--- config.mk ---
export PLATFORM = sky130hd
export DESIGN_NAME = dl_origin_arbiter
export DESIGN_NICKNAME = d
export VERILOG_FILES = /design/src/rtl/dl_origin_arbiter.sv
export SDC_FILE = /design/constraint.sdc
export NUM_CORES = 1
export LEC_CHECK = 0
export ABC_AREA = 1
export CORE_MARGIN = 5
export CORE_UTILIZATION = 50
export DETAILED_ROUTE_END_ITERATION = 10
export PLACE_DENSITY_LB_ADDON = 0.08
export SLEW_MARGIN = 40
export SYNTH_ARGS = -nofsm -noshare
export SYNTH_HDL_FRONTEND = slang
export SYNTH_SLANG_ARGS = --single-unit
export TNS_END_PERCENT = 100
--- constraint.sdc ---
create_clock -name clock -period 1.9 [get_ports clock]
set_clock_uncertainty 0.05 [all_clocks]
set_input_delay 0.38 -clock clock [delete_from_list [all_inputs] [get_ports clock]]
set_output_delay 0.38 -clock clock [all_outputs]
set_load 0.02 [all_outputs]
--- src/rtl/dl_origin_arbiter.sv ---
// Central arbiter of the deadlock-detection token ring: picks an origin process,
// waits for its token to return, confirms the cycle and latches the deadlock report.
module dl_origin_arbiter #(
  parameter int PROC_NUM       = 2,
  parameter int CONFIRM_CYCLES = 4,
  parameter int TIMEOUT_CYCLES = 16,
  localparam int ID_W = (PROC_NUM > 1) ? $clog2(PROC_NUM) : 1
) (
  input  logic                clock,
  input  logic                reset,
  input  logic [PROC_NUM-1:0] proc_blocked_vec,
  input  logic [PROC_NUM-1:0] dl_in_vec,
  output logic [PROC_NUM-1:0] origin,
  output logic                token_clear,
  output logic                dl_detect_out,
  output logic [ID_W-1:0]     dl_proc_id,
  output logic                report_valid,
  input  logic                report_ack
);

  localparam int TW = $clog2(TIMEOUT_CYCLES) + 1;
  localparam int CW = $clog2(CONFIRM_CYCLES) + 1;

  typedef enum logic [2:0] {IDLE, ISSUE, WAIT, CONFIRM, CLEAR, DETECTED} state_t;

  state_t                state;
  logic [ID_W-1:0]       cand;
  logic [ID_W-1:0]       rr_ptr;
  logic [ID_W-1:0]       pick;
  logic                  found;
  int unsigned           scan;
  logic [TW-1:0]         timer;
  logic [CW-1:0]         confirm_cnt;
  logic [PROC_NUM-1:0]   cand_onehot;
  logic                  cand_blocked;
  logic                  cand_hit;

  assign cand_blocked = proc_blocked_vec[cand];
  assign cand_hit     = dl_in_vec[cand];

  // Round-robin scan starting at rr_ptr, wrapping past PROC_NUM-1 back to 0.
  always_comb begin
    pick  = '0;
    found = 1'b0;
    scan  = 0;
    for (int unsigned k = 0; k < PROC_NUM; k++) begin
      scan = (32'(rr_ptr) + k) % PROC_NUM;
      if (!found && proc_blocked_vec[scan[ID_W-1:0]]) begin
        found = 1'b1;
        pick  = scan[ID_W-1:0];
      end
    end
  end

  always_comb begin
    cand_onehot       = '0;
    cand_onehot[cand] = 1'b1;
  end

  always_ff @(posedge clock) begin
    if (!reset) begin
      state         <= IDLE;
      cand          <= '0;
      rr_ptr        <= '0;
      timer         <= '0;
      confirm_cnt   <= '0;
      origin        <= '0;
      token_clear   <= 1'b0;
      dl_detect_out <= 1'b0;
      dl_proc_id    <= '0;
      report_valid  <= 1'b0;
    end else begin
      case (state)
        IDLE: begin
          if (found) begin
            cand  <= pick;
            state <= ISSUE;
          end
        end
        ISSUE: begin
          origin <= cand_onehot;
          timer  <= '0;
          state  <= WAIT;
        end
        WAIT: begin
          if (!cand_blocked) begin
            state       <= CLEAR;
            token_clear <= 1'b1;
            origin      <= '0;
          end else if (cand_hit) begin
            confirm_cnt <= CW'(1);
            // A single confirm cycle is satisfied by the returning token itself.
            if (CONFIRM_CYCLES == 1) begin
              state         <= DETECTED;
              dl_detect_out <= 1'b1;
              dl_proc_id    <= cand;
              report_valid  <= 1'b1;
            end else begin
              state <= CONFIRM;
            end
          end else if (timer == TW'(TIMEOUT_CYCLES - 1)) begin
            state       <= CLEAR;
            token_clear <= 1'b1;
            origin      <= '0;
          end else begin
            timer <= timer + 1'b1;
          end
        end
        CONFIRM: begin
          if (cand_hit && cand_blocked) begin
            confirm_cnt <= confirm_cnt + 1'b1;
            if (confirm_cnt + 1'b1 == CW'(CONFIRM_CYCLES)) begin
              state         <= DETECTED;
              dl_detect_out <= 1'b1;
              dl_proc_id    <= cand;
              report_valid  <= 1'b1;
            end
          end else begin
            state       <= CLEAR;
            token_clear <= 1'b1;
            origin      <= '0;
          end
        end
        CLEAR: begin
          token_clear <= 1'b0;
          rr_ptr      <= (cand == ID_W'(PROC_NUM - 1)) ? '0 : cand + 1'b1;
          state       <= IDLE;
        end
        DETECTED: begin
          if (report_ack) report_valid <= 1'b0;
        end
        default: state <= IDLE;
      endcase
    end
  end

endmodule

After elaboration in Yosys (flattened, before gate mapping)
Cells that the tools add are included.

storage, ports and cells
  memory bits (writable) = 0
  logic and storage cells = 101
  bits in latches = 0
  memory bits (read-only) = 0
  register bits = 19
  output and inout bits = 6
  memories kept = 0

cells by class
  bitwise logic cells = 1
  divide/modulo/power cells = 0
  multiplexer cells = 44
  $add $sub $neg = 4
  equality and inequality tests = 20
  order comparisons = 4
  $mul = 0
  shifts and indexed selects = 0
  reduce and logical (&&, ||, !) cells = 18

operators by type and width
  operator             count
  $mux 3               9
  $reduce_and 4->1     6
  $mux 1               21
  $ne 2x2->1 const B   9
  $mux 5               3
  $pmux 3 s5           1
  $pmux 5 s2           1
  $eq 3x3->1 const B   3
  $ne 3x3->1 const B   3
  $mux 2               4
  $eq 3x2->1 const B   2
  $lt 1x2->1 const B   3
  $pmux 2 s3           1
  $pmux 3 s2           1
  $reduce_bool 2->1    3
  $reduce_bool 3->1    2
  $add 5x1->5 const B  1
  $eq 5x4->1 const B   1
  $ne 4x4->1 const B   1
  $add 3x1->3 const B  1
  $eq 3x1->1 const B   1
  $logic_and 1x1->1    3
  $logic_not 3->1      1
  $pmux 1 s3           1
  other kinds (8)      9

Longest topological paths before layout
  depth in word-level cells = 8
  gate-level depth with buffers = 12
  mapped depth without buffers = 12

Worst setup path after synthesis
No wires, ideal clock.

  path type = reg-to-reg
  start point = register timer[0]
  end point = register origin[0]
  slack = 0.413 ns
  clock period less this slack = 1.487 ns
  data required time = 1.733 ns
  stages on the path, launching flop included = 12
  arrival = 1.319 ns
  library setup time = 0.117 ns
  cell sequence = dfxtp_1 ha_1 inv_1 nor3_1 ha_1 inv_1 nand3_1 o21ai_2 nor2_1 nand2_1 nand2_1 nor2_1

on the way
  longest elaborated chain between the ends = 3

RTL lines
  element                            RTL line  RTL
  start, declared                    32        logic [TW-1:0] timer;
  start signal, assigned             106       timer <= timer + 1'b1;
  $eq 5x4->1                         101       end else if (timer == TW'(TIMEOUT_CYCLES - 1)) begin
  $ne 3x3->1 (no source line)        n/a
  $reduce_and 4->1 (no source line)  n/a
  end signal, assigned               81        origin <= cand_onehot;
  end, declared                      13        output logic [PROC_NUM-1:0] origin,

Every way passes these cells.
A chain may end at the register's enable or synchronous reset.

Final worst setup path
  start point = register token_clear
  end point = output token_clear

RTL lines
  element                 RTL line  RTL
  start, declared         14        output logic token_clear,
  start signal, assigned  68        token_clear <= 1'b0;
  start signal, assigned  88        token_clear <= 1'b1;
  start signal, assigned  103       token_clear <= 1'b1;

No word-level cell between the ends.

==> results.sh <==
export IMPL_max_freq_ghz=0.592
export IMPL_clock_latency_ps=290
export IMPL_fin_tns_setup_ps=0
export IMPL_dieHeight_um=55.8
export IMPL_wl_mm=2.30
export IMPL_dp_hpwl_mm=1.85
export IMPL_post_drt_wl_per_cell_um=11.2
export IMPL_drive_above_1_share=0.129
export IMPL_period_share=0.889
export IMPL_worstPathCellList="clkdlybuf4s50_1"
export IMPL_vias_per_cell=5.03
export IMPL_grt_pass1_wl_mm=3.91
export IMPL_pin_count=13
export IMPL_core_um2=1980
export IMPL_rsz0062_at_grt="false"
export IMPL_final_util=0.625
export IMPL_peakVddDrop_v=0.000708
export IMPL_cts_inserted_buffers=3
export IMPL_finalWorstSetupSlack_ps=212
export IMPL_rows=16
export IMPL_drv_slew=0
export IMPL_synthToLayoutAreaGrowth_pct=18.0
export IMPL_p_leak_uw=0.000538
export IMPL_min_path_type="reg2reg"
export IMPL_drc_errors=0
export IMPL_cp_end_kind="output pin"
export IMPL_io_buffers=12
export IMPL_power_density_nw_per_um2=1320
export IMPL_ctsLongestPathBuffers=2
export IMPL_relSlewSlack=0.735
export IMPL_syn_area_um2=1050
export IMPL_synth_top_cell_area_share=0.362
export IMPL_synth_area_leader_cell="dfxtp_1"
export IMPL_post_route_min_period_ps=1690
export IMPL_grt_remaining_overflow=0
export IMPL_yosysWarnings=0
export IMPL_initial_core_util=0.530
export IMPL_setup_viol=0
export IMPL_synth_seq_area_share=0.362
export IMPL_final_nets=190
export IMPL_crit_required_ps=1470
export IMPL_diodes=0
export IMPL_globalplace_congestion=0.864
export IMPL_critPathMaxStageDelay_ps=610
export IMPL_cts_tree="built"
export IMPL_synthCells=163
export IMPL_clock_sinks=19
export IMPL_final_antenna_net_count=0
export IMPL_htreeDepth=1
export IMPL_outcome="finished clean"
export IMPL_crit_arrival_ps=1260
export IMPL_crit_buf_inv=1
export IMPL_die_x_um=55.8
export IMPL_place_ws_ps=63.5
export IMPL_grt_max_degree=12
export IMPL_worstMarginPinSlew_ps=395
export IMPL_placedInstanceArea_um2=1200
export IMPL_cp_max_fo=2
export IMPL_start_kind="flop"
export IMPL_synth_seq_cells=19
export IMPL_first_pass_iters=4
export IMPL_cts_reportedPaths_clkPinSlew_ps=110
export IMPL_ctsHoldBuffers=0
export IMPL_antenna_found_initial=0
export IMPL_critPathSlowestCell="clkdlybuf4s50_1"
export IMPL_cts_setup_buffers=0
export IMPL_hold_viol=0
export IMPL_cap_violations=0
export IMPL_clockRootBuffer="clkbuf_4"
export IMPL_syn_num_nets=174
export IMPL_drt_iter0_markers=36
export IMPL_postSynthAreaPerCell_um2=6.44
export IMPL_critical_path_class="reg2out"
export IMPL_worst_path_dominant_cell_family="buffers and inverters"
export IMPL_grt_use_total=0.154
export IMPL_fp_dieArea_um2=3120
export IMPL_synthTopCellsByArea="dfxtp_1, nand2_1, nor2_1"
export IMPL_stdcell_area_um2=1240
export IMPL_grt_pass1_vias=924
export IMPL_num_vias=1031
export IMPL_yosysUniqueCellTypes=20
## cell type report
| type | instances | area (um2) |
|---|---|---|
| Clock buffer | 3 | 22.5 |
| Inverter | 23 | 86.3 |
| Clock inverter | 1 | 5.00 |
| Fill cell | 183 | 743 |
| Tap cell | 27 | 33.8 |
| Timing Repair Buffer | 13 | 128 |
| Multi-Input combinational cell | 119 | 582 |
| Sequential cell | 19 | 382 |
## kinds of logic after synthesis
group / Yosys count / synth area share
fa+ha+maj: 4 / 0.0477
compound gates: 29 / 0.151
simple gates: 86 / 0.348
buf+inv: 25 / 0.0906
flops: 19 / 0.362
## path summary, 6_finish.rpt
check             slack (ps)  cells after the start   startpoint     endpoint
hold reg to reg          430                      2     timer[4]     timer[4]
setup / recovery         210                      1  token_clear  token_clear
hold / removal           430                      2     timer[4]     timer[4]
setup reg to reg         210                     11     timer[1]    origin[1]
## cells in the final DEF, fill, tap and decap left out
cell             count
inv_2                4
nand2_2              5
a31oi_1              1
nand2_1             38
a21oi_1             11
nor3_1               2
dfxtp_1             18
clkdlybuf4s50_1     12
clkbuf_4             3
buf_4                1
o21ai_0             10
clkinv_1             1
clkinv_2             1
nor3_2               1
nand3_2              1
dfxtp_2              1
nor2_2               3
o21ai_1              3
ha_2                 1
inv_1               18
nand3_1             10
ha_1                 3
o21ai_2              2
nor2_1              26
o21bai_1             2
## metrics by stage
step,total power [uW],hold WS (ps),std cells
finish,1630,429,205
global route,1780,459,205
CTS,1630,424,205
detailed placement,1430,407,201
global placement,1400,405,201
floorplan,1210,386,163
## repair_timing
item	in CTS	in global routing
endpoints found under the hold margin	0	0
endpoints found under the setup margin	0	10
resized for setup	0	3
## layer usage
metal  GRT usage  routed length [um]
met1       0.181                1010
met2       0.277                1160
met3      0.0441                 127
met4      0.0305                   0
met5           0                   0
## sequential cells by signal, summed over array words and instances, names as in the netlist
signal / cells
origin: 2
state: 3
timer: 5
confirm_cnt: 3
dl_detect_out: 1
rr_ptr: 1
dl_proc_id: 1
report_valid: 1
cand: 1
token_clear: 1
## power by group
part / switching [uW] / leakage, uW / internal (uW)
clock network: 125 / 0.0000177 / 78.2
registers: 107 / 0.000155 / 510
logic: 509 / 0.000365 / 302
total: 741 / 0.000538 / 890
## cell usage after synthesis
cell,n
nor3_1,3
inv_2,4
nand3_1,10
clkinv_1,1
o21ai_0,10
nor2_2,3
nor2_1,26
buf_2,1
ha_1,4
o21ai_2,2
dfxtp_1,19
nand3_2,1
a21oi_1,11
o21ai_1,3
clkbuf_1,1
o21bai_1,2
nand2_1,38
a31oi_1,1
inv_1,18
nand2_2,5
No activity file was read; power rests on OpenSTA's default activity.
